===== src/rtl/shift_seq_ctrl.sv =====
// shift_seq_ctrl: sequences Load then N Shift_En pulses at a programmed rate for the 32-bit shift register.
// Latency: Load the cycle after accept; first Shift_En div+1 cycles after Load; Done the cycle after the last Shift_En.
// Backpressure: Start_Ready is high only in IDLE; requests outside IDLE are ignored. Optional abort: SHIFT_SEQ_ABORT_EN.
module shift_seq_ctrl #(
    parameter int WIDTH = 32,
    parameter int CNT_W = 6,
    parameter int DIV_W = 8
) (
    input  logic             Clk,
    input  logic             Reset,
    input  logic             Start_Valid,
    output logic             Start_Ready,
    input  logic [CNT_W-1:0] Shift_Count,
    input  logic [DIV_W-1:0] Div,
    output logic             Load,
    output logic             Shift_En,
    output logic             Busy,
    output logic             Done,
    output logic [CNT_W-1:0] Bit_Idx
`ifdef SHIFT_SEQ_ABORT_EN
    ,
    input  logic             Abort,
    output logic             Aborted
`endif
);

    typedef enum logic [1:0] {
        ST_IDLE  = 2'd0,
        ST_LOAD  = 2'd1,
        ST_SHIFT = 2'd2,
        ST_DONE  = 2'd3
    } state_t;

    localparam logic [CNT_W-1:0] WIDTH_C = CNT_W'(WIDTH);

    state_t             state_q,       state_d;
    logic [CNT_W-1:0]   cnt_q,         cnt_d;
    logic [DIV_W-1:0]   div_q,         div_d;
    logic [DIV_W-1:0]   div_cnt_q,     div_cnt_d;
    logic [CNT_W-1:0]   bit_idx_q,     bit_idx_d;
    logic               load_q,        load_d;
    logic               shift_en_q,    shift_en_d;
    logic               busy_q,        busy_d;
    logic               done_q,        done_d;
    logic               start_ready_q, start_ready_d;
    logic               aborted_q,     aborted_d;

    // Next-state and registered-output logic; outputs are decoded from the next state so they appear
    // in the same cycle the state is entered. div_cnt holds the divider value of the current cycle and
    // a Shift_En pulse is scheduled for every cycle in which it reads zero.
    always_comb begin
        state_d    = state_q;
        cnt_d      = cnt_q;
        div_d      = div_q;
        div_cnt_d  = div_cnt_q;
        bit_idx_d  = bit_idx_q;
        shift_en_d = 1'b0;
        aborted_d  = 1'b0;

        case (state_q)
            ST_IDLE: begin
                if (Start_Valid && start_ready_q) begin
                    // zero and anything above WIDTH both mean a full-width transfer
                    cnt_d     = (Shift_Count == '0 || Shift_Count > WIDTH_C) ? WIDTH_C : Shift_Count;
                    div_d     = Div;
                    bit_idx_d = '0;
                    state_d   = ST_LOAD;
                end
            end
            ST_LOAD: begin
                state_d    = ST_SHIFT;
                div_cnt_d  = div_q;
                shift_en_d = (div_q == '0);
            end
            ST_SHIFT: begin
                if (shift_en_q && bit_idx_q == cnt_q) begin
                    state_d = ST_DONE;
                end else begin
                    div_cnt_d  = (div_cnt_q == '0) ? div_q : div_cnt_q - 1'b1;
                    shift_en_d = (div_cnt_d == '0);
                end
            end
            ST_DONE: begin
                state_d = ST_IDLE;
            end
            default: begin
                state_d = ST_IDLE;
            end
        endcase

        if (shift_en_d) begin
            bit_idx_d = bit_idx_q + 1'b1;
        end

`ifdef SHIFT_SEQ_ABORT_EN
        // abort only cuts an active transfer; the pulse it would have scheduled is dropped
        if (Abort && (state_q == ST_LOAD || state_q == ST_SHIFT)) begin
            state_d    = ST_IDLE;
            shift_en_d = 1'b0;
            bit_idx_d  = bit_idx_q;
            aborted_d  = 1'b1;
        end
`endif

        load_d        = (state_d == ST_LOAD);
        done_d        = (state_d == ST_DONE);
        busy_d        = (state_d != ST_IDLE);
        start_ready_d = (state_d == ST_IDLE);
    end

    // State and output registers with synchronous reset; Start_Ready stays low through the reset cycle
    always_ff @(posedge Clk) begin
        if (Reset) begin
            state_q       <= ST_IDLE;
            cnt_q         <= '0;
            div_q         <= '0;
            div_cnt_q     <= '0;
            bit_idx_q     <= '0;
            load_q        <= 1'b0;
            shift_en_q    <= 1'b0;
            busy_q        <= 1'b0;
            done_q        <= 1'b0;
            start_ready_q <= 1'b0;
            aborted_q     <= 1'b0;
        end else begin
            state_q       <= state_d;
            cnt_q         <= cnt_d;
            div_q         <= div_d;
            div_cnt_q     <= div_cnt_d;
            bit_idx_q     <= bit_idx_d;
            load_q        <= load_d;
            shift_en_q    <= shift_en_d;
            busy_q        <= busy_d;
            done_q        <= done_d;
            start_ready_q <= start_ready_d;
            aborted_q     <= aborted_d;
        end
    end

    assign Start_Ready = start_ready_q;
    assign Load        = load_q;
    assign Shift_En    = shift_en_q;
    assign Busy        = busy_q;
    assign Done        = done_q;
    assign Bit_Idx     = bit_idx_q;

`ifdef SHIFT_SEQ_ABORT_EN
    assign Aborted = aborted_q;
`else
    // without the abort port the flag can never be raised
    logic unused_aborted;
    assign unused_aborted = aborted_q;
`endif

endmodule


===== config.mk =====
export PLATFORM = sky130hd
export DESIGN_NAME = shift_seq_ctrl
export DESIGN_NICKNAME = d
export VERILOG_FILES = /design/src/rtl/shift_seq_ctrl.sv
export SDC_FILE = /design/constraint.sdc
export NUM_CORES = 1
export LEC_CHECK = 0
export ABC_CLOCK_PERIOD_IN_PS = 3300
export CAP_MARGIN = 15
export CORE_ASPECT_RATIO = 0.6
export CORE_MARGIN = 2
export CORE_UTILIZATION = 51
export DETAILED_ROUTE_END_ITERATION = 10
export GPL_ROUTABILITY_DRIVEN = 0
export PLACE_DENSITY = 0.76
export SYNTH_ARGS = -nofsm -noshare
export SYNTH_HDL_FRONTEND = slang
export SYNTH_SLANG_ARGS = --single-unit

===== constraint.sdc =====
create_clock -name Clk -period 3.3 [get_ports Clk]
set_input_delay 0.66 -clock Clk [delete_from_list [all_inputs] [get_ports Clk]]
set_output_delay 0.66 -clock Clk [all_outputs]
set_load 0.1 [all_outputs]

==> run metrics <==
Num CTS Buffers=5; share of layout cells above drive strength 1=between 10% and 20%; Yosys reg bits=35; CP Data Required Time=3.47 ns; Synth top area share=37.6%; Final Cell Area=2230 um^2; worst hold path type=flip-flop to flip-flop; total of max-cap violations=0; status=finished clean; endpoints failing hold=0; core area=around 3400 um^2; CTS Sinks=35; fin crit share=about four fifths; Clk Latency, worst-skew pair=approximately 0.28 ns; Setup Skew=between 0.005 and 0.006 ns; Total Wirelength=4100 um; number of non-filler instances in the completed layout=between 200 and 300; CP Class=flip-flop to flip-flop; Syn Area/Cell=between 8 and 9 um^2; Startpoint Class=flip-flop; Fmax=0.377 GHz; CTS Buffer Depth=2; nets=around 270; DRC errors left=0; DP Worst Slack=about 0.67 ns; # setup viols final=0; Sum Neg Setup Slack=0 ns; part of the Yosys area used for sequential elements=37.6%; cts repair resizes=0; routed len/inst=~14 um; # hold bufs at CTS=0; Critical Path Fanout Max=8; initial antenna violation count=0; vias in the first global route=roughly 1400; drt pass-1 iters=4; Layout Area Growth over Synthesis=19.4%; Root Buffer Master=clkbuf_8; # IOs=28; drt first-iter violations=about 130; Async SR Flop Fraction=0%; Routed Antenna Nets=0; RSZ-0062 raised after global routing=no; leading post-synthesis cells by cell area=dfxtp_1 38%, a21oi_1 6.4%, nand2_1 6.4%; Site Rows=16; Die Wd=a little over 80 um; PwrDens=751 nW/um^2; placed cell areas=roughly 2100 um^2; top_reg_cell synth=dfxtp_1; commonest cells in the netlist=35 x dfxtp_1, 32 x nand2_1, 24 x a21oi_1; # Post-CTS Setup Buffers=0; CTS clk-pin slew, worst paths=roughly 0.07 ns; Die H=~51 um; post-route minimum period=around 2.7 ns; Vias=between 1500 and 2000; largest area contributor in the netlist=dfxtp_1; min setup slack post-route=between 0.6 and 0.7 ns; Syn Nets=about 240; EDFF count, synth=0; VDD IR-drop max=roughly 0.57 mV; TritonCTS clock tree=done; synthesized instance count=roughly 220; vias per cell=5.66; synthesized area=1860 um^2; synth warn=0; dpl cells=between 200 and 300; Antenna Cells=0; global route overflow=0; DP Wirelength=3060 um; Worst Tran Pin Value=a little over 0.6 ns; Initial Utilization=between 50% and 60%; Die Footprint=about 4200 um^2; P_leak=0.000832 uW; count leader, synth=dfxtp_1; Max Slew Vio Count=0; Synth cell types=50; largest net degree at the start of global routing=22; Tot GR Track Use=21.4%; global-route wire length before repair=6680 um; Fill cells=308; Slew headroom=59.6%; CTS H-Tree Depth=2; Critical Path AT=between 2 and 3 ns; fin util=roughly 66%; CP endpoint kind=flip-flop; PortBufs=27
area by class of cell:
type	instances	area (um^2)	area share, %
multi-input combinational	165	1070	48.3
inverter	9	33.8	1.52
sequential	35	701	31.5
clock inverter	1	8.76	0.393
clock buffer	7	86.3	3.88
timing repair buffer	30	265	11.9
tap	45	56.3	2.53
metal layers:
metal / GRT usage, % / part of all wire (%) / up-vias
met3: 5.30 / 7.2 / 4
li1: - / - / 840
met5: 0 / 0 / -
met1: 34.7 / 54 / 758
met4: 6.11 / 0.51 / 0
met2: 27.1 / 38 / 51
power breakdown:
| part | leakage (uW) | internal (uW) | switching [uW] |
|---|---|---|---|
| sequential | 0.000284 | 496 | 79.7 |
| combinational | 0.000499 | 272 | 501 |
| clock | 0.0000484 | 171 | 153 |
worst max-delay path, cell delays in order (launching register included):
cell and delay (ns):
dfxtp_1 0.54, inv_1 0.11, ha_1 0.28, xnor2_1 0.19, nand4b_1 0.13, a211o_1 0.33, a2111oi_4 0.46, o21a_4 0.21
mux2_4 0.29
cells by family after synthesis:
kind of cell / synth area share (%)
adders and majority gates: 4.03
AOI/OAI and AO/OA: 22.5
buffers and inverters: 4.76
and+or+nand+nor: 24.0
muxes: 2.48
DFF: 37.6
xor gates and xnor gates: 4.70
sequential cells by signal, summed over array words and instances, names as in the netlist:
name and cells:
cnt_q 6, Start_Ready 1, Load 1, div_q 8, Shift_En 1, Done 1, state_q 2, Busy 1
Bit_Idx 6, div_cnt_q 8
stage by stage:
step	total power (uW)	hold WS, ns
after floorplan	1210	0.441
after global placement	1340	0.453
after detailed placement	1350	0.461
after CTS	1670	0.469
after global routing	1780	0.493
final	1670	0.469
layout by cell type (no fill, tap or decap), types with 2 or more instances in the layout:
cell type	netlist	final
nor3_1	7	7
clkdlybuf4s50_1	0	16
mux2i_1	2	2
o21ai_0	7	7
and3_1	3	3
clkbuf_8	0	6
a211oi_1	2	2
nor4_1	2	2
o21ai_1	3	3
and2_1	2	2
nor2b_1	2	2
buf_4	0	14
a21oi_1	24	24
nand3b_1	5	5
o221ai_1	2	2
nand2_1	32	32
ha_1	6	6
inv_1	9	9
o31ai_1	4	4
nor3b_1	3	3
dfxtp_1	35	35
nand3_1	7	7
xnor2_1	9	9
nor2_1	13	13
nand2b_1	3	3
a211o_1	3	3
a32o_1	2	2
final timing paths:
kind	start	endpoint	slack, ns	depth (start not counted)
max	div_cnt_q[0]	Bit_Idx[0]	0.65	8
min	cnt_q[2]	cnt_q[2]	0.47	2
max reg2reg	div_cnt_q[0]	Bit_Idx[0]	0.65	8
min reg2reg	cnt_q[2]	cnt_q[2]	0.47	2
Note: power is estimated with default switching activity, not from simulation.
==> RTL edit 1 (config.mk and constraints unchanged) <==
Re-encode `state_t` (4 states) as Gray code, 2 bits wide.
--- a/src/rtl/shift_seq_ctrl.sv
+++ b/src/rtl/shift_seq_ctrl.sv
@@ -27,6 +27,6 @@
     typedef enum logic [1:0] {
-        ST_IDLE  = 2'd0,
-        ST_LOAD  = 2'd1,
-        ST_SHIFT = 2'd2,
-        ST_DONE  = 2'd3
+        ST_IDLE  = 2'b00,
+        ST_LOAD  = 2'b01,
+        ST_SHIFT = 2'b11,
+        ST_DONE  = 2'b10
     } state_t;
Check against the original RTL: same outputs for any inputs over 10 cycles, from zero or initial values and one cycle with Reset high; not proved beyond that.
==> RTL edit 1 against the unedited design <==
Wire length rose by 7.2%; sequential cell count did not move; worst setup slack got worse by 0.18 ns; synthesized area rose by 2.8%; core utilization fell by 3.5 points; final area rose by 1.8%; cell count rose by 5.1%; critical path type unchanged; highest routed layer unchanged.
Power is not compared: it rests on default switching activity, and its combinational part moved more than twofold at a synthesized area within 25%.
==> RTL edit 1: results (changes against the unedited design) <==
* Status: completed
* Compound-Gate Fraction of Synth Area at 0.197 (-0.0276)
* Max FO, Critical Path at 7 (-1)
* Unique masters post-synth at 47 (-6.0%)
* Port bufs at 27 (unchanged)
* Mux share of post-synthesis cell area at 0.0588 (+0.0340)
* Largest registers: div_cnt_q x8, div_q x8
* Total vias in the final route at 1746 (+5.6%)
* Root Driver: clkbuf_8
* Hold crit path type: reg -> reg
* Synth area leaders: dfxtp_1 (37%), a21oi_1 (7.6%), nand2_1 (6.1%), nor2_1 (4.1%), mux2i_1 (3.1%)
* N_diodes at 0 (unchanged)
* Gate power share at 0.246
* Adder-cell share of the synthesized area at 0.0196 (-0.0207)
* Vias in the first global route at 1568 (+14%)
* Antenna violations before repair at 0 (unchanged)
* Grt met3 use at 0.0775 (+0.0245)
* # H-tree levels at 2 (unchanged)
* Sequential Power at 0.000471 W
* Total CTS buffers at 5 (unchanged)
* Top cells by count, synth: dfxtp_1 (35), nand2_1 (31), a21oi_1 (29), nor2_1 (21), clkbuf_1 (9)
* Metal3 WL at 401 microns (+36%)
* DR top layer: met4
* Arrival time worst endpoint at 3.02 ns (+0.19 ns)
* Lkg Pwr at 0.840 nW
* Drt total wl at 4390 microns (+7.2%)
* Grt met2 use at 0.288 (+0.0166)
* Post-DR vias/cell at 5.69 (+0.47%)
* Layout cells sized above 1 at 0.112 (-0.0140)
* Post-Route Skew at 0.00407 ns (-0.00172 ns)
* Main synth FF type: dfxtp_1
* FF-to-FF setup slack at 0.46 ns (-0.18 ns)
* Post-CTS sizing at 0 (unchanged)
* Clock transition at the registers of the reported paths at 0.07 ns (about the same)
* Largest family of logic cells by synthesized area: simple AND/OR/NAND/NOR gates
* Switching part of the total power at 0.326
* Slowest Stage Delay on Critical Path at 0.53 ns
* Latest clock arrival within the worst-skew pair at 0.29 ns
* Placed cell count at 300 (+5.6%)
* GRT Total Usage at 0.230 (+0.0152)
* First-pass GRT wire length at 7580 microns (+13%)
* Hpwl dp at 3300 microns (+7.7%)
* Met2 wire length at 1550 microns (-0.83%)
* Largest net degree at the start of global routing at 20 (-9.1%)
* Worst slew pin tran at 0.718 ns (+0.111 ns)
* Seq/Total Area, Yosys at 0.366 (-0.0101)
* Routed met1 length at 2380 microns (+7.5%)
* Grt met1 use at 0.349 (+0.00160)
* Max IR drop VDD at 0.000315 V
* Drt pass-1 iters at 4 (unchanged)
* Clock Path Buffers at 2 (unchanged)
* Slowest stage cell on the critical path: or4_1
* Final net count at 280 (+4.1%)
* Detailed Route Iter0 Violations at 136 (+7.1%)
* Syn Nets at 256 (+4.9%)
* FFs w/ async S/R, synth at 0 (unchanged)
* Placed instance area at 2180 sq um (+2.2%)
* Xor and xnor area share after synthesis at 0.0320 (-0.0150)
* Syn Area/Cell at 8.12 sq um (-3.8%)
* Setup_tns at 0 ns (unchanged)
## RTL edit 1: cell types whose count changed in the layout (fill, tap and decap cells not counted), sizes merged, moves of 4 or more
cell / unedited run / this run
mux2i: 2 / 6
xnor2: 9 / 5
a21oi: 24 / 29
inv: 9 / 4
nor2: 13 / 21
## RTL edit 1: per-stage QoR
stage          worst slack, ns  hold WS [ns]  power [W]
2_1_floorplan            0.583         0.444   0.000671
3_3_place_gp             0.567         0.455   0.000732
3_5_place_dp             0.485         0.464   0.000735
4_1_cts                  0.470         0.473    0.00105
5_1_grt                  0.286         0.495    0.00110
6_report                 0.461         0.469    0.00105
## RTL edit 1: logic make-up (layout without fill, tap and decap cells)
kind of cell / count (synthesis) / after routing
mux: 10 / 10
xor+xnor: 7 / 7
simple gates: 106 / 106
flops: 35 / 35
fa+ha+maj: 3 / 3
buf+inv: 16 / 40
compound gates: 59 / 59
## RTL edit 1: final timing paths
| kind | to | from | cells past startpoint |
|---|---|---|---|
| max | Bit_Idx[0] | div_cnt_q[0] | 8 |
| min | cnt_q[1] | cnt_q[1] | 2 |
| max reg2reg | Bit_Idx[0] | div_cnt_q[0] | 8 |
| min reg2reg | cnt_q[1] | cnt_q[1] | 2 |
## RTL edit 1: layout make-up
type | instances | area, sq um
fillers | 324 | 1370
multi-input cells | 185 | 1150
flip-flops and latches | 35 | 701
repair buffers | 29 | 258
clock buffers | 6 | 82.6
well taps | 47 | 58.8
inverters | 4 | 15.0
clock inverters | 1 | 5.00
## RTL edit 1: critical path, delay by kind of cell, from the launching register on
kind	cells	cell delay (ns)
DFF	1	0.34
buffers and inverters	1	0.13
AOI/OAI and AO/OA	1	0.33
adders and majority gates	1	0.20
and+or+nand+nor	3	1.11
muxes	2	0.62
==> RTL edit 2 (same settings) <==
Without the edit above. The parameter `DIV_W` goes from 8 to 6.
--- a/src/rtl/shift_seq_ctrl.sv
+++ b/src/rtl/shift_seq_ctrl.sv
@@ -6,3 +6,3 @@
     parameter int CNT_W = 6,
-    parameter int DIV_W = 8
+    parameter int DIV_W = 6
 ) (
Interface: changed (resized Div); port bits go from 28 to 26. No check against the original RTL was run, so the function may have changed too.
==> RTL edit 2 against the unedited design <==
Worst setup slack better by 0.50 ns; maximum frequency is 23% higher; wire length is 13% lower; combinational power is 25% lower; via count is 18% lower; sequential cell count is 4 lower; first-iteration DRC count is 47% lower; worst hold slack hardly changed; critical endpoint is now Bit_Idx[4]; synthesized area is 16% lower; critical path depth stayed put; final area is 13% lower; count of clock-buffer cells in the layout is 1 lower; critical path type unchanged; sequential share of layout area is 0.52 points higher; power is 11% lower.
==> RTL edit 2: results (changes against the unedited design) <==
* Placed instance area at 1820 sq um (-15%)
* First-pass GRT wire length at 5640 microns (-15%)
* Synth area leaders: dfxtp_1 (40%), a21oi_1 (6.1%), nand2_1 (5.8%), ha_1 (4.8%), xnor2_1 (3.9%)
* Clkbuf count at 6 (-1)
* N_diodes at 0 (unchanged)
* Buffering overhead at 0.119 (-0.000458)
* Vias in the first global route at 1242 (-10%)
* Synth Register Bits at 31 (-11%)
* Post-Route Skew at 0.00528 ns (-0.000518 ns)
* Hold_ws at 0.469 ns (+0.000120 ns)
* Lkg Pwr at 0.714 nW (-14%)
* Min-delay src: cnt_q[3]
* Drt pass-1 iters at 4 (unchanged)
* Compound-Gate Fraction of Synth Area at 0.207 (-0.0178)
* Unique masters post-synth at 47 (-6.0%)
* Slowest Stage Delay on Critical Path at 0.46 ns (-0.08 ns)
* Port bufs at 25 (-7.4%)
* Status: completed
* Arrival time worst endpoint at 2.34 ns (-0.49 ns)
* Post-DR vias/cell at 5.44 (-4.0%)
* #MultiIn Comb at 137 (-17%)
* R2R Path End: Bit_Idx[4]
* Seq/Total Area, Yosys at 0.396 (+0.0206)
* Final net count at 228 (-15%)
* Final clock-cell share at 0.0606 (+0.0179)
* Non-clock buffers at 26 (-13%)
* GRT Total Usage at 0.225 (+0.0107)
* Hpwl dp at 2640 microns (-14%)
* Worst reg2reg path depth at 8 (unchanged)
* Adder-cell share of the synthesized area at 0.0480 (+0.00769)
* Mux share of post-synthesis cell area at 0.0136 (-0.0112)
* Storage cell area at 621 sq um (-11%)
* Hold Path End: cnt_q[3]
* Die X at 75.5 microns (-8.0%)
* Syn Nets at 201 (-18%)
* Xor and xnor area share after synthesis at 0.0448 (-0.00222)
* Detailed Route Iter0 Violations at 67 (-47%)
* FFs w/ async S/R, synth at 0 (unchanged)
* Top cells by count, synth: dfxtp_1 (31), nand2_1 (24), a21oi_1 (19), nor2_1 (12), xnor2_1 (7)
* FF-to-FF setup slack at 1.14 ns (+0.50 ns)
* Max FO, Critical Path at 7 (-1)
* Max IR drop VDD at 0.000361 V (-37%)
* Clock transition at the registers of the reported paths at 0.07 ns (about the same)
* Critical R2R Launch: div_cnt_q[0]
* Fraction of area in multi-input gates at 0.462 (-0.0209)
* Largest family of logic cells by synthesized area: simple AND/OR/NAND/NOR gates
* Inverters at 6 (-3)
* Relative slew slack at 0.564 (-0.0316)
* Worst setup path start: div_cnt_q[0]
* Largest net degree at the start of global routing at 25 (+14%)
* Layout cells sized above 1 at 0.159 (+0.0331)
* Drt total wl at 3550 microns (-13%)
* Synth-to-layout area growth at 23.9%
* Fillcell total at 259 (-16%)
## RTL edit 2: metrics by stage
| step | instances | worst slack [ns] | total power (W) |
|---|---|---|---|
| 5_1_grt | 250 | 0.952 | 0.00156 |
| 3_5_place_dp | 242 | 0.942 | 0.00110 |
| 2_1_floorplan | 180 | 0.918 | 0.000969 |
| 3_3_place_gp | 242 | 0.991 | 0.00108 |
| 4_1_cts | 250 | 1.15 | 0.00148 |
| 6_report | 250 | 1.14 | 0.00148 |
## RTL edit 2: power by group
part	switching (W)	internal (W)
registers	0.0000705	0.000442
clock network	0.000145	0.000244
logic	0.000381	0.000202
## RTL edit 2: routing by layer
metal / track usage / up-vias / share of wire
met1: 0.319 / 635 / 0.54
met2: 0.315 / 29 / 0.40
met4: 0.0912 / 0 / 0.013
met5: 0 / - / 0
li1: - / 690 / -
met3: 0.0773 / 5 / 0.048
